<file path="src/rtl/bol.sv">
// bol: iterative radix-2 restoring divider for RV32M DIV/DIVU/REM/REMU, one quotient bit per edge.
// Define BOL_HIZLI_OZEL_EN to finish divide-by-zero and signed overflow one edge after accept.
module bol #(
  parameter int VERI_GENISLIK = 32
) (
  input  logic                     clk_i,
  input  logic                     rst_ni,
  input  logic                     basla_i,
  input  logic                     iptal_i,
  input  logic [VERI_GENISLIK-1:0] ilksayi_i,
  input  logic [VERI_GENISLIK-1:0] ikincisayi_i,
  input  logic [1:0]               buyruk_i,
  output logic                     mesgul_o,
  output logic                     gecerli_o,
  output logic [VERI_GENISLIK-1:0] sonuc_o
);
  localparam int W = VERI_GENISLIK;
  localparam logic [W-1:0] EN_KUCUK = {1'b1, {(W-1){1'b0}}};
  typedef enum logic [1:0] {BOS, HESAP, BITTI} durum_t;
  durum_t durum_q, ilk_d;
  logic [4:0] sayac_q;
  logic [W-1:0] kalan_q, bolum_q, bolen_q, ham_q, sonuc_q;
  logic rem_q, bolum_isaret_q, kalan_isaret_q, sifir_q, tasma_q, gecerli_q;
  logic isaretli, a_neg, b_neg, sifir_d, tasma_d;
  logic [W:0] deneme_d, fark_d;
  logic [W-1:0] a_mag, b_mag, bolum_d, kalan_d, sonuc_d;
  always_comb begin
    isaretli = ~buyruk_i[0];
    a_neg = isaretli & ilksayi_i[W-1];
    b_neg = isaretli & ikincisayi_i[W-1];
    a_mag = a_neg ? -ilksayi_i : ilksayi_i;
    b_mag = b_neg ? -ikincisayi_i : ikincisayi_i;
    sifir_d = ikincisayi_i == '0;
    tasma_d = isaretli && ilksayi_i == EN_KUCUK && &ikincisayi_i;
`ifdef BOL_HIZLI_OZEL_EN
    ilk_d = (sifir_d | tasma_d) ? BITTI : HESAP;
`else
    ilk_d = HESAP;
`endif
    // 33-bit trial subtraction: bit W set means the shifted remainder was smaller than the divisor
    deneme_d = {kalan_q, bolum_q[W-1]};
    fark_d = deneme_d - {1'b0, bolen_q};
    bolum_d = bolum_isaret_q ? -bolum_q : bolum_q;
    kalan_d = kalan_isaret_q ? -kalan_q : kalan_q;
    sonuc_d = sifir_q ? (rem_q ? ham_q : '1) :
              tasma_q ? (rem_q ? '0 : EN_KUCUK) :
              rem_q ? kalan_d : bolum_d;
  end
  always_ff @(posedge clk_i or negedge rst_ni) begin
    if (!rst_ni) begin
      durum_q <= BOS;
      sayac_q <= '0;
      kalan_q <= '0;
      bolum_q <= '0;
      bolen_q <= '0;
      ham_q <= '0;
      sonuc_q <= '0;
      rem_q <= 1'b0;
      bolum_isaret_q <= 1'b0;
      kalan_isaret_q <= 1'b0;
      sifir_q <= 1'b0;
      tasma_q <= 1'b0;
      gecerli_q <= 1'b0;
    end else begin
      gecerli_q <= 1'b0;
      if (iptal_i) durum_q <= BOS;
      else
        case (durum_q)
          BOS: if (basla_i) begin
            durum_q <= ilk_d;
            sayac_q <= '0;
            kalan_q <= '0;
            bolum_q <= a_mag;
            bolen_q <= b_mag;
            ham_q <= ilksayi_i;
            rem_q <= buyruk_i[1];
            bolum_isaret_q <= a_neg ^ b_neg;
            kalan_isaret_q <= a_neg;
            sifir_q <= sifir_d;
            tasma_q <= tasma_d;
          end
          HESAP: begin
            kalan_q <= fark_d[W] ? deneme_d[W-1:0] : fark_d[W-1:0];
            bolum_q <= {bolum_q[W-2:0], ~fark_d[W]};
            sayac_q <= sayac_q + 5'd1;
            if (sayac_q == 5'd31) durum_q <= BITTI;
          end
          BITTI: begin
            sonuc_q <= sonuc_d;
            gecerli_q <= 1'b1;
            durum_q <= BOS;
          end
          default: durum_q <= BOS;
        endcase
    end
  end
  assign mesgul_o = durum_q != BOS;
  assign gecerli_o = gecerli_q;
  assign sonuc_o = sonuc_q;
endmodule

</file>
<file path="config.mk">
export PLATFORM = sky130hd
export DESIGN_NAME = bol
export DESIGN_NICKNAME = d
export VERILOG_FILES = /design/src/rtl/bol.sv
export SDC_FILE = /design/constraint.sdc
export NUM_CORES = 1
export LEC_CHECK = 0
export CAP_MARGIN = 20
export CELL_PAD_IN_SITES_DETAIL_PLACEMENT = 1
export CELL_PAD_IN_SITES_GLOBAL_PLACEMENT = 1
export CORE_UTILIZATION = 45
export DETAILED_ROUTE_END_ITERATION = 7
export PLACE_DENSITY = 0.92
export SLEW_MARGIN = 10
export SYNTH_ARGS = -nofsm -noshare
export SYNTH_HDL_FRONTEND = slang
export SYNTH_SLANG_ARGS = --single-unit
</file>
<file path="constraint.sdc">
create_clock -name clk_i -period 5.3 [get_ports clk_i]
set_input_delay 0.795 -clock clk_i [delete_from_list [all_inputs] [get_ports clk_i]]
set_output_delay 0.795 -clock clk_i [all_outputs]
set_load 0.1 [all_outputs]
</file>
==> summary.txt <==
Timing
  • Fin. Hold Viols: 0
  • Max_slew headroom: 29.6%
  • Setup tns final: 0 ps
  • Period utilization: 79.9%
  • Unrepaired setup endpoints after global routing: no
  • Worst Skew: 14.0 ps
  • Fin crit period: 4240 ps
  • Slew @ Worst Pin: 1060 ps
  • Pins over their slew limit: 0
  • Final setup vio count: 0
  • F_max: 236 MHz

Routing
  • Routed WL: 43,400 µm
  • Via count of the routed design: 12,100
  • DRC: 7
  • Vias per cell: 6.33
  • Mean routed wirelength per cell: 22.7 µm
  • Final ANT Viol Nets: 0
  • Drt first pass iters: 8
  • DRT iter0 DRCs: 1,321

Worst setup path
  • Critical Path RT: 5580 ps
  • Worst path arrival time: 4520 ps
  • Worst-path maximum fanout: 29
  • CP Class: reg -> reg
  • Reg2reg setup slack: 1060 ps
  • Critical path capture point type: flop
  • Reg2reg end: kalan_q[25]
  • Setup crit start kind: flop
  • FF-to-FF Start: bolum_q[31]
  • Crit path launch: bolum_q[31]
  • R2R depth: 13

Placed design
  • Count of input and output buffers: 103
  • GPL Wtd Cong: 0.916
  • DP Wirelength: 30,800 µm

Synth
  • Main synth FF type: dfrtp_1
  • Syn Nets: 1,621
  • Distinct cell type count after synthesis: 69
  • Yosys warns: 0
  • Mapped Cells: 1,511
  • Mean post-synth cell area: 7.98 µm²
  • Area leader, netlist: dfrtp_1
  • Top-area cell type share of the netlist area: 35.9%
  • Register area share after synthesis: 35.9%
  • Number of flops mapped to enable cells by yosys: 0
  • Async S/R FF share, synth: 100%
  • Register bit total from synthesis: 173
  • Dominant cells by area after synthesis: dfrtp_1 (36%), nand2_1 (8.9%), o21ai_0 (8.1%)
  • Netlist Area Pre-Place: 12,100 µm²

Finish
  • Fin util: 53.1%
  • Area of the multi-input gates: 7230 µm²
  • Layout cells sized above 1: 4.01%
  • Most common cell after layout, fill and taps aside: nand2_1
  • Fill cells: 3,141
  • Nets: 1,669
  • Most frequent cells in the layout: nand2_1 (286), o21ai_0 (194), dfrtp_1 (173), clkdlybuf4s50_1 (102), a21oi_1 (96)
  • Register area: 4330 µm²
  • Area delta synth->final: 15.4%
  • # diodes: 0

Floorplan
  • Total die area: 27,500 µm²
  • Core Area: 26,200 µm²
  • Number of cell rows: 59
  • Die Y: 166 µm
  • Initial core utilization: 46.0%
  • Top-level I/O count: 104
  • Die Wd: 166 µm

Status
  • Status: complete, but fails checks
  • Failing checks: design-rule violations

Clock network
  • CTS sink count: 173
  • Post-CTS Hold Fix Bufs: 0
  • Setup bufs post-CTS: 0
  • Max H-tree Level: 4
  • Post-CTS Resized: 0
  • Root Buffer: clkbuf_16
  • Insertion delay to the later sink of the worst-skew pair: 450 ps
  • Num CTS Buffers: 17
  • Worst-path clk slew: 80 ps
  • Clk buf depth: 2
  • CTS tree: yes

Hold path
  • Hold Path Class: in -> async

Global route
  • Initial antenna violation count: 2
  • Largest net degree at the start of global routing: 174
  • First-pass GRT wire length: 69,000 µm
  • GRT Util Overall: 31.9%
  • Total global routing overflow: 0
  • Vias in the first global route: 12,300

Pwr
  • Worst VDD drop: 337 µV
  • P_leak: 6.00 nW
  • Pwr/cell area: 525 nW/µm²

Run
  • MaxCap Viol Count: 0
flip-flops by register name, summed over array words and instances, names as in the netlist:
signal          cells
durum_q             2
ham_q              32
bolen_q            32
sayac_q             5
gecerli_o           1
rem_q               1
kalan_q            32
tasma_q             1
sifir_q             1
sonuc_o            32
bolum_isaret_q      1
bolum_q            32
kalan_isaret_q      1
report_power, final:
group	total, mW	switching (mW)	internal (mW)	leakage (nW)
clock network	1.31	0.638	0.674	0.283
registers	2.09	0.509	1.58	2.26
logic	3.91	2.34	1.57	3.46
cells in the mapped netlist, types with 3 or more instances:
library cell  instances
a22o_1                3
a211oi_1              4
xor2_1               70
xnor2_1              69
dfrtp_1             173
o21a_1                6
mux2i_1              33
buf_1                 4
nand2_1             286
or2_2                 3
buf_2                 5
a21oi_1              96
o21ai_0             195
o31ai_1              31
ha_1                 39
o22ai_1              11
o21bai_1              8
o311ai_0              5
and2_1                9
nand3_1              14
o2111ai_1             4
nor3_1               19
o41ai_1              12
o31a_1                3
nor2_1               88
nand2b_1             18
and3_1                7
or3_1                24
nand4_1              14
a21o_1               17
a31oi_1              20
inv_1                53
nor4_1               14
nor2b_1               6
o211ai_1             18
or4_1                12
clkbuf_1             77
cell type report:
class	instances	share of cell area, %
Timing Repair Buffer	116	8.26
Clock inverter	15	1.21
Multi-Input combinational cell	1198	51.9
Clock buffer	17	3.06
Sequential cell	173	31.1
Tap cell	335	3.01
Inverter	53	1.43
metrics by stage:
step | power (mW) | worst slack, ps | hold WS, ps | cell area [µm²] | cells
6_report | 7.31 | 1060 | 452 | 13900 | 1907
5_1_grt | 7.74 | 896 | 505 | 13900 | 1907
4_1_cts | 7.23 | 1120 | 478 | 13900 | 1907
3_5_place_dp | 5.85 | 1110 | 460 | 13300 | 1875
3_3_place_gp | 5.63 | 1200 | 455 | 13300 | 1874
2_1_floorplan | 4.72 | 2010 | 440 | 12100 | 1511
cells by family (layout without fill, tap and decap cells):
| family | count (synthesis) | after routing | synth area share (%) |
|---|---|---|---|
| and+or+nand+nor | 529 | 529 | 19.8 |
| AOI/OAI and AO/OA | 454 | 454 | 22.4 |
| DFF | 173 | 173 | 35.9 |
| xor gates and xnor gates | 140 | 140 | 10.2 |
| buffers and inverters | 140 | 201 | 4.47 |
| adders and majority gates | 40 | 40 | 4.21 |
| muxes | 35 | 35 | 2.96 |
worst max path at each step:
stage | slack (ps) | depth (start not counted) | to
after floorplan | 2010 | 13 | kalan_q[26]
after global routing | 900 | 13 | kalan_q[25]
after global placement | 1200 | 10 | bolum_q[30]
after detailed placement | 1110 | 10 | bolum_q[30]
final | 1060 | 13 | kalan_q[25]
after CTS | 1120 | 13 | kalan_q[25]
routing by layer:
metal,share of wire (%),routed length [µm],track usage [%],vias to the layer above
met5,0.053,23,0,-
met4,3.4,1500,13.1,4
met3,8.4,3660,6.74,103
met2,45,19700,49.1,567
met1,43,18500,43.6,5987
li1,-,-,-,5419
worst max-delay path: stages, from the launching register on:
cell	delay [ps]
dfrtp_1	400
inv_1	100
ha_1	260
fa_1	420
nand2b_1	230
a21oi_1	370
o21bai_1	190
a21o_1	210
a31oi_1	350
a41o_1	330
xor2_4	290
buf_4	490
mux2i_1	270
o21ai_0	130
(Power assumes the default switching activity.)
